<file path="src/rtl/div_issue_queue.sv">
// Out-of-order issue queue in front of a single integer divider.
// Operands wake from one CDB port; the oldest ready entry issues, with age tracked by per-entry rank.
`timescale 1ns/1ps
`ifndef ROB_LEN
`define ROB_LEN 16
`endif

module div_issue_queue #(
    parameter int DEPTH = 4,
    localparam int RW = $clog2(`ROB_LEN),
    localparam int AW = $clog2(DEPTH),
    localparam int OW = $clog2(DEPTH) + 1
) (
    input  logic                clk,
    input  logic                rst,
    input  logic                disp_valid,
    output logic                disp_ready,
    input  logic [2:0]          disp_funct3,
    input  logic [RW-1:0]       disp_rob_idx,
    input  logic [6:0]          disp_rd,
    input  logic [6:0]          disp_rs1_tag,
    input  logic                disp_rs1_rdy,
    input  logic [31:0]         disp_rs1_data,
    input  logic [6:0]          disp_rs2_tag,
    input  logic                disp_rs2_rdy,
    input  logic [31:0]         disp_rs2_data,
    input  logic                cdb_valid,
    input  logic [6:0]          cdb_rd,
    input  logic [31:0]         cdb_data,
    input  logic                mispredict,
    input  logic [`ROB_LEN-1:0] flush_mask,
    output logic                div_i_valid,
    input  logic                div_i_ready,
    output logic [2:0]          div_funct3,
    output logic [31:0]         div_rs1_data,
    output logic [31:0]         div_rs2_data,
    output logic [RW-1:0]       div_rob_idx,
    output logic [6:0]          div_rd,
    output logic [OW-1:0]       occupancy
);

    logic [DEPTH-1:0] valid_reg;
    logic [2:0]       funct3_reg [DEPTH];
    logic [RW-1:0]    rob_reg    [DEPTH];
    logic [6:0]       rd_reg     [DEPTH];
    logic [6:0]       tag1_reg   [DEPTH];
    logic [6:0]       tag2_reg   [DEPTH];
    logic [DEPTH-1:0] rdy1_reg;
    logic [DEPTH-1:0] rdy2_reg;
    logic [31:0]      data1_reg  [DEPTH];
    logic [31:0]      data2_reg  [DEPTH];
    logic [AW-1:0]    rank_reg   [DEPTH];
    logic [OW-1:0]    occupancy_reg;

    logic [DEPTH-1:0] eligible;
    logic [DEPTH-1:0] flush_hit;
    logic [DEPTH-1:0] removed;
    logic             found;
    logic [AW-1:0]    sel_idx;
    logic [AW-1:0]    best_rank;
    logic             sel_squash;
    logic             fire;
    logic             free_found;
    logic [AW-1:0]    free_idx;
    logic             disp_write;
    logic [OW-1:0]    removed_cnt;
    logic [OW-1:0]    survivors;
    logic             bypass1_rdy;
    logic             bypass2_rdy;
    logic [31:0]      bypass1_data;
    logic [31:0]      bypass2_data;

    // Ranks are dense 0..occupancy-1 among valid entries, so the smallest eligible rank is the oldest.
    always_comb begin
        found     = 1'b0;
        sel_idx   = '0;
        best_rank = '0;
        for (int i = 0; i < DEPTH; i++) begin
            if (eligible[i] && (!found || rank_reg[i] < best_rank)) begin
                found     = 1'b1;
                sel_idx   = AW'(i);
                best_rank = rank_reg[i];
            end
        end
    end

    always_comb begin
        free_found = 1'b0;
        free_idx   = '0;
        for (int i = 0; i < DEPTH; i++) begin
            if (!valid_reg[i] && !free_found) begin
                free_found = 1'b1;
                free_idx   = AW'(i);
            end
        end
    end

    always_comb begin
        removed_cnt = '0;
        for (int i = 0; i < DEPTH; i++) begin
            removed_cnt = removed_cnt + OW'(removed[i]);
        end
    end

    assign sel_squash  = mispredict & flush_mask[rob_reg[sel_idx]];
    assign div_i_valid = found & ~sel_squash;
    assign fire        = div_i_valid & div_i_ready;

    assign div_funct3   = found ? funct3_reg[sel_idx] : '0;
    assign div_rs1_data = found ? data1_reg[sel_idx]  : '0;
    assign div_rs2_data = found ? data2_reg[sel_idx]  : '0;
    assign div_rob_idx  = found ? rob_reg[sel_idx]    : '0;
    assign div_rd       = found ? rd_reg[sel_idx]     : '0;

    assign occupancy  = occupancy_reg;
    assign disp_ready = (occupancy_reg < OW'(DEPTH));
    assign disp_write = disp_valid & disp_ready & ~(mispredict & flush_mask[disp_rob_idx]);
    assign survivors  = occupancy_reg - removed_cnt;

    assign bypass1_rdy  = disp_rs1_rdy | (cdb_valid & (cdb_rd == disp_rs1_tag));
    assign bypass2_rdy  = disp_rs2_rdy | (cdb_valid & (cdb_rd == disp_rs2_tag));
    assign bypass1_data = disp_rs1_rdy ? disp_rs1_data : cdb_data;
    assign bypass2_data = disp_rs2_rdy ? disp_rs2_data : cdb_data;

    always_ff @(posedge clk or posedge rst) begin
        if (rst) begin
            occupancy_reg <= '0;
        end else begin
            occupancy_reg <= survivors + OW'(disp_write);
        end
    end

    generate
        for (genvar gi = 0; gi < DEPTH; gi++) begin : g_entry
            logic [AW-1:0] dec;
            logic          wake1;
            logic          wake2;

            assign eligible[gi]  = valid_reg[gi] & rdy1_reg[gi] & rdy2_reg[gi];
            assign flush_hit[gi] = valid_reg[gi] & mispredict & flush_mask[rob_reg[gi]];
            assign removed[gi]   = flush_hit[gi] | (fire && sel_idx == AW'(gi));
            assign wake1 = cdb_valid & ~rdy1_reg[gi] & (tag1_reg[gi] == cdb_rd);
            assign wake2 = cdb_valid & ~rdy2_reg[gi] & (tag2_reg[gi] == cdb_rd);

            // Each older entry leaving this cycle moves this entry one step closer to the head.
            always_comb begin
                dec = '0;
                for (int k = 0; k < DEPTH; k++) begin
                    if (removed[k] && rank_reg[k] < rank_reg[gi]) begin
                        dec = dec + AW'(1);
                    end
                end
            end

            always_ff @(posedge clk or posedge rst) begin
                if (rst) begin
                    valid_reg[gi]  <= 1'b0;
                    funct3_reg[gi] <= '0;
                    rob_reg[gi]    <= '0;
                    rd_reg[gi]     <= '0;
                    tag1_reg[gi]   <= '0;
                    tag2_reg[gi]   <= '0;
                    rdy1_reg[gi]   <= 1'b0;
                    rdy2_reg[gi]   <= 1'b0;
                    data1_reg[gi]  <= '0;
                    data2_reg[gi]  <= '0;
                    rank_reg[gi]   <= '0;
                end else if (disp_write && free_idx == AW'(gi)) begin
                    valid_reg[gi]  <= 1'b1;
                    funct3_reg[gi] <= disp_funct3;
                    rob_reg[gi]    <= disp_rob_idx;
                    rd_reg[gi]     <= disp_rd;
                    tag1_reg[gi]   <= disp_rs1_tag;
                    tag2_reg[gi]   <= disp_rs2_tag;
                    rdy1_reg[gi]   <= bypass1_rdy;
                    rdy2_reg[gi]   <= bypass2_rdy;
                    data1_reg[gi]  <= bypass1_data;
                    data2_reg[gi]  <= bypass2_data;
                    rank_reg[gi]   <= AW'(survivors);
                end else if (removed[gi]) begin
                    valid_reg[gi] <= 1'b0;
                end else if (valid_reg[gi]) begin
                    rank_reg[gi] <= rank_reg[gi] - dec;
                    if (wake1) begin
                        rdy1_reg[gi]  <= 1'b1;
                        data1_reg[gi] <= cdb_data;
                    end
                    if (wake2) begin
                        rdy2_reg[gi]  <= 1'b1;
                        data2_reg[gi] <= cdb_data;
                    end
                end
            end
        end
    endgenerate

endmodule

</file>
<file path="config.mk">
export PLATFORM = sky130hd
export DESIGN_NAME = div_issue_queue
export DESIGN_NICKNAME = d
export VERILOG_FILES = /design/src/rtl/div_issue_queue.sv
export SDC_FILE = /design/constraint.sdc
export NUM_CORES = 1
export LEC_CHECK = 0
export BUFFER_PORTS_ARGS = -buffer_cell sky130_fd_sc_hd__buf_2
export CORE_ASPECT_RATIO = 1.5
export CORE_MARGIN = 5
export CORE_UTILIZATION = 34
export DETAILED_ROUTE_END_ITERATION = 7
export PLACE_DENSITY = 0.6
export SLEW_MARGIN = 20
export SYNTH_ARGS = -nofsm -noshare
export SYNTH_HDL_FRONTEND = slang
export SYNTH_SLANG_ARGS = --single-unit
</file>
<file path="constraint.sdc">
create_clock -name clk -period 14 [get_ports clk]
set_input_delay 0.7 -clock clk [delete_from_list [all_inputs] [get_ports clk]]
set_output_delay 0.7 -clock clk [all_outputs]
set_load 0.01 [all_outputs]
</file>
==> reports/metrics.csv, run 1 <==
stage;metric;value;unit
routing;wl;86400;µm
critical_path;crit_arrival;10.33;ns
sta;rsz0062_at_grt;no;
routing;drt_first_pass_iters;5;
critical_path;crit_required;14.48;ns
yosys;ys.warnings.count;0;
cells_and_area;fin_util;39.2;%
cells_and_area;multiInputGateArea;0.0112;mm²
yosys;synth.most_common_cell;dfrtp_1;
placed_design;io_buffer_count;237;
yosys;synthCells;2271;
worst_hold_path;hp-class;in -> async;
die;coreArea;0.0643;mm²
die;die-area;0.0699;mm²
global_routing;antenna_found_initial;17;
sta;setup_violations;0;
routing;routedWlPerCell;26.1;µm
critical_path;critPathSlowestCell;a32o_4;
cells_and_area;synthToLayoutAreaGrowth;14.7;%
power;max-vdd-ir-drop;0.102;mV
critical_path;path_class;reg -> reg;
global_routing;grt_start_max_net_pins;108;
sta;finalWorstSetupSlack;4.15;ns
cts;htreeDepth;2;
yosys;avgSynthCellArea;9.68;µm²
cells_and_area;fillers;6344;
run;drv_cap;0;
cts;cts-buffers-inserted;42;
critical_path;worstSetupStartpointType;register;
critical_path;timing.rr.start;valid_reg[0];
yosys;netlist_area;0.0220;mm²
die;rows;114;
yosys;synth_area_leaders;dfrtp_1, o221a_1, nand2_1;
yosys;synthFlopType;dfrtp_1;
cts;path_clk_slew;0.06;ns
sta;min_period;9.85;ns
cts;cts_hold_buf;0;
die;io_pins;238;
placed_design;place_ws;3.82;ns
power;powerDensity;215;mW/mm²
critical_path;worstRegToRegCells;34;
critical_path;crit_top_cell;ha_1;
sta;period_share;70.3;%
die;die_h;321;µm
placed_design;place.gp.congestion;1.04;
critical_path;path_buf_inv;3;
routing;vias_per_cell;5.98;
die;start_util;34.2;%
yosys;async_flop_share;100;%
global_routing;grt.overflow.total;0;
global_routing;grt_pass1_vias;20700;
cts;insertion_delay;0.59;ns
cts;cts_tree;done;
power;p_leak;10.7;nW
yosys;synth_top_cells_by_count;dfrtp_1, nand2_1, a21oi_1;
placed_design;dp_hpwl;56600;µm
sta;fin_worst_skew;0.0251;ns
critical_path;worstReg2RegEnd;occupancy[2];
yosys;ys_types;86;
sta;fin_setup_tns;0;ns
routing;drt_iter0_drc;1688;
cts;cts_setup_buffers;0;
critical_path;cp_max_fo;44;
sta;fmax;102;MHz
yosys;synth.top_cell.area_share;44.5;%
cells_and_area;nNetsFinal;2593;
critical_path;slowest_delay;0.70;ns
cts;clockRootBuffer;clkbuf_16;
critical_path;r2r_slack;4.15;ns
yosys;ys_seq_area_share;44.5;%
cts;cts_max_path_buffers;3;
die;die_w;218;µm
routing;num_vias;19800;
sta;finalHoldViolCount;0;
yosys;synth_edf_count;0;
cells_and_area;drive_gt1_share;25.7;%
cts;clkSinkCount;391;
global_routing;grt_pass1_wl;129000;µm
critical_path;crit_family;adder cells;
yosys;synth_fp_nets;2462;
routing;drc;0;
sta;slew_headroom;24.1;%
global_routing;grtUsageTotal;23.9;%
routing;drtAntennaViolNets;0;
cells_and_area;register_area;0.00978;mm²
outcome;status;complete, no violations;
cts;postCtsResizedCells;0;
critical_path;cp-end-kind;register;
sta;slew_viol_final;0;
yosys;yosys.area.top_type;dfrtp_1;
yosys;synth_seq_cells;391;
sta;worst_slew_pin_slew;1.14;ns
## per-layer routing
| layer | track usage, % | share of wire, % | vias to the layer above |
|---|---|---|---|
| met5 | 0 | 0.087 | - |
| met4 | 14.5 | 6.7 | 10 |
| met3 | 5.04 | 7.2 | 276 |
| met2 | 41.4 | 50 | 980 |
| met1 | 26.8 | 36 | 10000 |
| li1 | - | - | 8528 |
## placed cells by master, fill, tap and decap left out, types with 7 or more instances in the layout
cell	count
clkbuf_1	7
inv_1	68
mux2_2	31
o22ai_2	58
buf_4	31
o21ai_0	19
clkbuf_16	43
nand3_1	96
nand2_1	370
clkbuf_8	14
mux4_2	21
nor4_1	13
xnor2_1	35
o221a_1	125
or2_2	134
a221oi_1	78
mux2i_1	14
a21oi_1	229
and2_1	8
diode_2	12
nand4_1	8
ha_1	31
xor2_1	42
nor2_1	98
and3_1	8
buf_2	237
o22ai_1	71
o21a_1	9
dfrtp_1	391
## stage by stage
step                      power [mW]  std cells  hold slack, ns  cell area (µm²)
after global placement          4.19       3226           0.457            23700
after CTS                       5.44       3299           0.309            25100
after floorplan                 3.46       2271           0.445            22000
after detailed placement        4.27       3226           0.462            23700
final                           5.42       3313           0.274            25200
after global routing            5.74       3304           0.332            25200
## cell type report
| class | instances | share of cell area [%] |
|---|---|---|
| clock inverter | 9 | 0.392 |
| antenna | 12 | 0.119 |
| clock buffer | 64 | 5.14 |
| inverter | 69 | 1.06 |
| timing repair buffer | 271 | 5.86 |
| multi-input combinational | 1627 | 44.3 |
| sequential | 391 | 38.8 |
| tap | 870 | 4.32 |
## cell families (layout without fill, tap and decap cells)
| logic type | Yosys count | count (layout) | synth area share (%) |
|---|---|---|---|
| xor gates and xnor gates | 77 | 77 | 3.07 |
| and+or+nand+nor | 786 | 786 | 16.7 |
| adders and majority gates | 36 | 36 | 2.22 |
| DFF | 391 | 391 | 44.5 |
| muxes | 68 | 68 | 4.47 |
| other | 0 | 12 | 0 |
| AOI/OAI and AO/OA | 660 | 660 | 23.9 |
| buffers and inverters | 253 | 413 | 5.09 |
## worst max-delay path by stage
stage                             from           end  slack, ns  cells after the start
after floorplan                    rst  data1_reg[0]       2.43                      1
after global placement    valid_reg[0]  occupancy[2]       4.03                     35
after detailed placement  valid_reg[0]  occupancy[2]       3.82                     34
after CTS                 valid_reg[0]  occupancy[2]       3.74                     35
after global routing      valid_reg[0]  occupancy[2]       3.51                     35
final                     valid_reg[0]  occupancy[2]       4.15                     34
## report_power, final
group / total, mW / switching (mW) / leakage (nW) / internal [mW]
clock: 1.14 / 0.485 / 0.687 / 0.657
sequential: 2.03 / 0.400 / 4.78 / 1.63
combinational: 2.25 / 1.29 / 5.23 / 0.956
total: 5.42 / 2.17 / 10.7 / 3.25
Power figures use the tool's default switching activity.
==> run 2: changes to the inputs <==
--- a/config.mk
+++ b/config.mk
@@ -5,12 +5,13 @@
 export SDC_FILE = /design/constraint.sdc
 export NUM_CORES = 1
 export LEC_CHECK = 0
+export ABC_AREA = 1
 export BUFFER_PORTS_ARGS = -buffer_cell sky130_fd_sc_hd__buf_2
 export CORE_ASPECT_RATIO = 1.5
 export CORE_MARGIN = 5
 export CORE_UTILIZATION = 34
 export DETAILED_ROUTE_END_ITERATION = 7
-export PLACE_DENSITY = 0.6
+export PLACE_DENSITY = 0.62
 export SLEW_MARGIN = 20
 export SYNTH_ARGS = -nofsm -noshare
 export SYNTH_HDL_FRONTEND = slang
==> constraint.sdc (replaced) <==
create_clock -name clk -period 8.45 [get_ports clk]
set_input_delay 0.4225 -clock clk [delete_from_list [all_inputs] [get_ports clk]]
set_output_delay 0.4225 -clock clk [all_outputs]
set_load 0.01 [all_outputs]
==> run 2 against run 1 <==
Compared with the run above:
- final cell count is 29% higher
- utilization decreased by 0.87 points
- critical path depth rose by 10
- register-to-register slack worse by 3.5 ns
- area after synthesis rose by 9.1%
- sequential power up 60%
- global-route usage fell by 1.6 points
- synthesized cell count up 42%
- highest routed layer is now met4
- non-clock buffer count fell by 3
- die area rose by 8.7%
- fmax rose by 26%
- first-iteration DRC count is 3.4% higher
==> reports/metrics.csv, run 2 <==
stage;metric;value;unit;change
cts;cts_hold_buf;0;;unchanged
die;start_util;34.2;%;about the same
critical_path;slowest_delay;0.56;ns;-0.14 ns
cells_and_area;drive_gt1_share;16.6;%;-9.1 points
cells_and_area;final_common_cell;nand2_1;;
routing;wl;86200;µm;-0.32%
cts;path_clk_slew;0.06;ns;about the same
routing;drt_first_pass_iters;5;;unchanged
placed_design;place.gp.congestion;0.964;;-7.1%
yosys;ys_seq_area_share;40.8;%;-3.7 points
critical_path;crit_arrival;8.34;ns;-1.99 ns
die;die-area;0.0760;mm²;+8.7%
outcome;status;complete, no violations;;
die;die_h;335;µm;+4.3%
critical_path;cp_max_fo;10;;-77%
placed_design;io_buffer_count;237;;unchanged
cts;cts_max_path_buffers;3;;unchanged
routing;drtAntennaViolNets;0;;unchanged
sta;worst_slew_pin_slew;1.10;ns;-0.0362 ns
placed_design;place_ws;0.642;ns;-3.18 ns
cells_and_area;synthToLayoutAreaGrowth;12.1;%;
global_routing;grt.overflow.total;0;;unchanged
sta;finalWorstSetupSlack;0.617;ns;-3.53 ns
sta;finalHoldViolCount;0;;unchanged
sta;slew_viol_final;0;;unchanged
global_routing;grt_start_max_net_pins;145;;+34%
critical_path;crit_required;8.96;ns;-5.52 ns
global_routing;antenna_found_initial;2;;-15
cts;cts_setup_buffers;0;;unchanged
routing;num_vias;22300;;+13%
cts;cts-buffers-inserted;43;;+2.4%
yosys;synth_seq_cells;391;;unchanged
sta;min_period;7.83;ns;-2.02 ns
yosys;avgSynthCellArea;7.44;µm²;-23%
routing;drt_iter0_drc;1746;;+3.4%
yosys;ys.warnings.count;0;;unchanged
global_routing;grt_pass1_vias;21900;;+6.0%
sta;fin_worst_skew;0.0253;ns;+0.000194 ns
yosys;synthCells;3220;;+42%
yosys;netlist_area;0.0240;mm²;+9.1%
yosys;ys_types;55;;-36%
critical_path;crit_top_cell;nand2_2;;
yosys;synth.most_common_cell;nand2_1;;
global_routing;grtUsageTotal;22.2;%;-1.6 points
sta;setup_violations;0;;unchanged
yosys;yosys.area.top_type;dfrtp_1;;
routing;vias_per_cell;5.24;;-12%
sta;period_share;92.7;%;+22 points
sta;rsz0062_at_grt;no;;
die;io_pins;238;;unchanged
routing;drc;0;;unchanged
yosys;async_flop_share;100;%;unchanged
yosys;synth.top_cell.area_share;40.8;%;-3.7 points
worst_hold_path;hp-class;in -> async;;
power;p_leak;13.7;nW;+29%
cts;htreeDepth;2;;unchanged
cts;clkSinkCount;391;;unchanged
run;drv_cap;0;;unchanged
critical_path;critPathSlowestCell;fa_1;;
placed_design;dp_hpwl;56600;µm;+0.13%
yosys;synth_area_leaders;dfrtp_1, o21ai_0, nand2_1;;
cts;clockRootBuffer;clkbuf_16;;
global_routing;grt_pass1_wl;131000;µm;+1.3%
cells_and_area;final_cell_mix;nand2_1, o21ai_0, inv_1, dfrtp_1, buf_2;;
cts;insertion_delay;0.59;ns;about the same
sta;fin_setup_tns;0;ns;unchanged
critical_path;cp-end-kind;register;;
yosys;synthFlopType;dfrtp_1;;
power;powerDensity;369;mW/mm²;+71%
cts;postCtsResizedCells;0;;unchanged
cts;cts_tree;done;;
yosys;synth_edf_count;0;;unchanged
critical_path;worstSetupStartpointType;register;;
critical_path;path_class;reg -> reg;;
die;die_w;227;µm;+4.2%
routing;routedWlPerCell;20.2;µm;-23%
power;max-vdd-ir-drop;0.258;mV;+150%
critical_path;worstRegToRegCells;44;;+29%
yosys;synth_fp_nets;3411;;+39%
yosys;synth_top_cells_by_count;nand2_1, o21ai_0, inv_1;;
sta;fmax;128;MHz;+26%
sta;slew_headroom;26.5;%;+2.4 points
cells_and_area;nNetsFinal;3518;;+36%
die;coreArea;0.0701;mm²;+9.0%
die;rows;119;;+4.4%
[run 2: layer usage]
| layer | track usage (%) | vias to the layer above | share of wire, % |
|---|---|---|---|
| met5 | 0 | - | 0 |
| met4 | 8.48 | 0 | 4.1 |
| met3 | 2.67 | 161 | 4.6 |
| met2 | 39.5 | 625 | 51 |
| met1 | 27.4 | 10800 | 40 |
| li1 | - | 10700 | - |
[run 2: final cells by class]
cell class | count | area [µm²]
clock buffer | 64 | 1270
sequential | 391 | 9780
tap | 907 | 1130
timing repair buffer | 268 | 1470
clock inverter | 10 | 93.8
fill | 7467 | 43300
antenna | 1 | 2.50
multi-input combinational | 2207 | 11500
inverter | 416 | 1580
[run 2: power breakdown]
group          switching [mW]  total, mW  leakage [nW]  internal, mW
registers               0.542       3.24          5.00          2.70
clock network           0.818       1.88         0.673          1.07
logic                    3.17       4.79          8.07          1.62
[run 2: worst paths after layout]
| kind | end | slack [ns] | start |
|---|---|---|---|
| worst max-delay path | occupancy[2] | 0.62 | rdy1_reg[0] |
| worst min-delay path | rob_reg[10] | 0.04 | rst |
| worst max register to register | occupancy[2] | 0.62 | rdy1_reg[0] |
| worst min register to register | data1_reg[26] | 0.47 | data1_reg[26] |
| max in group asynchronous | data2_reg[20] | 7.00 | rst |
| min in group clk | tag2_reg[25] | 0.14 | disp_rs2_tag[4] |
[run 2: cell families after synthesis]
logic type	share of synthesized area, %
flip-flops	40.8
buffers and inverters	11.3
AND/OR/NAND/NOR	21.7
XOR/XNOR	1.28
AO/OA/AOI/OAI	22.9
adder cells (fa/ha/maj)	2.04
[run 2: stage by stage]
stage                     utilization (%)  power, mW  instance area [µm²]  hold slack (ns)  cells
after floorplan                         -       6.39                24000            0.437   3220
after global placement               36.3       8.01                25500            0.450   4188
after detailed placement             36.3       8.07                25500            0.454   4188
after CTS                            38.3       9.99                26800           0.0239   4262
after global routing                 38.3       10.7                26900           0.0719   4263
final                                38.3       9.91                26900           0.0382   4264
[run 2: critical path: cells and delay by family (launching register included)]
kind,cells,cell delay [ns]
xor+xnor,2,0.31
fa+ha+maj,9,3.44
flops,1,0.41
buf+inv,3,0.27
compound gates,2,0.39
simple gates,28,2.91
==> run 3: changes to the inputs <==
--- a/config.mk
+++ b/config.mk
@@ -5,7 +5,7 @@
 export SDC_FILE = /design/constraint.sdc
 export NUM_CORES = 1
 export LEC_CHECK = 0
-export ABC_AREA = 1
+export ABC_AREA = 0
 export BUFFER_PORTS_ARGS = -buffer_cell sky130_fd_sc_hd__buf_2
 export CORE_ASPECT_RATIO = 1.5
 export CORE_MARGIN = 5
==> run 3 against run 2 <==
Compared with the run above:
- non-clock buffer count increased by 15
- fmax fell by 3.5%
- clock skew about the same
- clock power grew 3%
- utilization rose by 1.2 points
- worst hold slack improved by 0.068 ns
- largest cell class unchanged
- highest routed layer is now met5
==> reports/metrics.csv, run 3 (synthesized netlist as in run 1, its figures left out) <==
stage;metric;value;unit;change
worst_hold_path;min_path_cells;3;;
critical_path;cp-end-kind;register;;
die;die-area;0.0699;mm²;-8.0%
sta;fin_setup_tns;0;ns;unchanged
cells_and_area;layout.cells.non_filler;3318;;-22%
sta;slew_headroom;22.3;%;-4.2 points
cts;htreeDepth;2;;unchanged
routing;routedWlPerCell;25.8;µm;+28%
cells_and_area;final_common_cell;dfrtp_1;;
critical_path;crit_arrival;8.58;ns;+0.24 ns
sta;fin_hold_ws;0.106;ns;+0.0680 ns
die;die_w;218;µm;-4.1%
sta;fin_worst_skew;0.0258;ns;+0.000488 ns
critical_path;timing.rr.start;rdy2_reg[0];;
sta;finalWorstSetupSlack;0.335;ns;-0.282 ns
cells_and_area;fillers;6298;;-16%
cells_and_area;fin_area;0.0254;mm²;-5.5%
cells_and_area;nNetsFinal;2605;;-26%
cts;cts_max_path_buffers;3;;unchanged
global_routing;grt.overflow.total;0;;unchanged
die;io_pins;238;;unchanged
critical_path;crit_top_cell;ha_1;;
run;drv_cap;0;;unchanged
placed_design;dp_hpwl;54600;µm;-3.6%
cells_and_area;final_cell_mix;dfrtp_1, nand2_1, buf_2, a21oi_1, or2_2;;
routing;vias_per_cell;6.00;;+14%
power;powerDensity;361;mW/mm²;-2.0%
cts;cts_tree;done;;
critical_path;cp_max_fo;4;;-6
critical_path;startpoint;rdy2_reg[0];;
cts;cts_hold_buf;0;;unchanged
critical_path;r2r_slack;0.34;ns;-0.28 ns
routing;wl;85500;µm;-0.78%
routing;num_vias;19900;;-11%
worst_hold_path;holdCritStartpoint;disp_funct3[0];;
outcome;status;complete, no violations;;
critical_path;path_class;reg -> reg;;
global_routing;antenna_found_initial;12;;+10
power;p_leak;10.8;nW;-22%
worst_hold_path;hp-class;in -> reg;;
critical_path;worstRegToRegCells;34;;-23%
routing;drt_first_pass_iters;6;;+1
routing;drt_iter0_drc;1927;;+10%
die;die_h;321;µm;-4.1%
cts;cts-buffers-inserted;41;;-4.7%
placed_design;io_buffer_count;237;;unchanged
sta;fmax;123;MHz;-3.5%
die;start_util;34.2;%;about the same
worst_hold_path;hold_end;funct3_reg[6];;
cells_and_area;synthToLayoutAreaGrowth;15.6;%;
cts;clockRootBuffer;clkbuf_16;;
die;coreArea;0.0643;mm²;-8.3%
power;max-vdd-ir-drop;0.179;mV;-31%
cells_and_area;fin_util;39.5;%;+1.2 points
sta;finalHoldViolCount;0;;unchanged
cells_and_area;drive_gt1_share;26.8;%;+10 points
routing;drtAntennaViolNets;0;;unchanged
critical_path;slowest_delay;0.62;ns;+0.06 ns
critical_path;critPathSlowestCell;fa_2;;
critical_path;worstReg2RegEnd;occupancy[2];;
routing;top_layer_used;met5;;
sta;min_period;8.11;ns;+0.282 ns
die;rows;114;;-4.2%
global_routing;grtUsageTotal;23.5;%;+1.3 points
sta;worst_slew_pin_slew;1.17;ns;+0.0636 ns
routing;wl_met1;31000;µm;-11%
power;total_power;9.18;mW;-7.3%
cts;insertion_delay;0.56;ns;-0.03 ns
placed_design;place_ws;0.0264;ns;-0.616 ns
global_routing;grt_start_max_net_pins;176;;+21%
sta;slew_viol_final;0;;unchanged
critical_path;path_buf_inv;2;;-1
global_routing;grt_pass1_wl;129000;µm;-1.9%
placed_design;placed_cells;3230;;-23%
routing;wl_met3;6520;µm;+63%
sta;period_share;96.0;%;+3.3 points
critical_path;worstSetupStartpointType;register;;
critical_path;crit_required;8.92;ns;-0.04 ns
placed_design;place.gp.congestion;0.980;;+1.7%
cts;clkSinkCount;391;;unchanged
routing;wl_met2;42900;µm;-2.0%
routing;drc;0;;unchanged
critical_path;crit_family;adder cells;;
cts;path_clk_slew;0.07;ns;about the same
sta;setup_violations;0;;unchanged
placed_design;dpl_cell_area;0.0239;mm²;-6.4%
global_routing;grt_pass1_vias;20800;;-5.2%
==> run 3: changes by cell type in the layout (fill, tap and decap cells not counted), moves of 90 or more <==
cell	before	now
nand2_1	736	367
o221a_1	0	125
a21oi_1	45	227
or2_2	11	134
o21ai_0	563	18
o21ai_1	103	0
nand2_2	97	7
inv_1	400	68
==> run 3: worst max path at each step <==
| stage | cells past startpoint | end | slack, ns |
|---|---|---|---|
| final | 34 | occupancy[2] | 0.34 |
| after global routing | 35 | occupancy[2] | -0.03 |
| after floorplan | 41 | occupancy[2] | 0.02 |
| after detailed placement | 35 | occupancy[2] | 0.03 |
| after global placement | 35 | occupancy[2] | 0.21 |
| after CTS | 35 | occupancy[2] | 0.004 |
==> run 3: power by group <==
part           internal [mW]  total (mW)  switching (mW)
combinational           1.69        3.89            2.20
clock                   1.14        1.93           0.795
sequential              2.71        3.36           0.652
total                   5.54        9.18            3.64
==> run 3: routing by layer <==
layer | GRT usage [%] | vias to the layer above
li1 | - | 8528
met1 | 27.0 | 9998
met2 | 41.2 | 1053
met3 | 4.60 | 307
met4 | 12.5 | 8
met5 | 0 | -
==> run 3: layout make-up <==
cell class	instances	area (µm²)	area share [%]
clock inverter	14	198	0.778
antenna	5	12.5	0.0492
timing repair buffer	283	1560	6.12
clock buffer	58	1200	4.72
inverter	69	263	1.03
multi-input combinational	1628	11300	44.5
tap	870	1090	4.28
sequential	391	9780	38.5
==> run 3: timing repair <==
action                                  in CTS  in global routing
endpoints found under the hold margin        0                  0
endpoints found under the setup margin       0                  6
resized for setup                            0                 15
buffers inserted                             0                 10
==> run 3: tightest hold or removal path: stages <==
cell and delay (ns):
buf_2 0.11, nand2_1 0.05, nand2_1 0.05
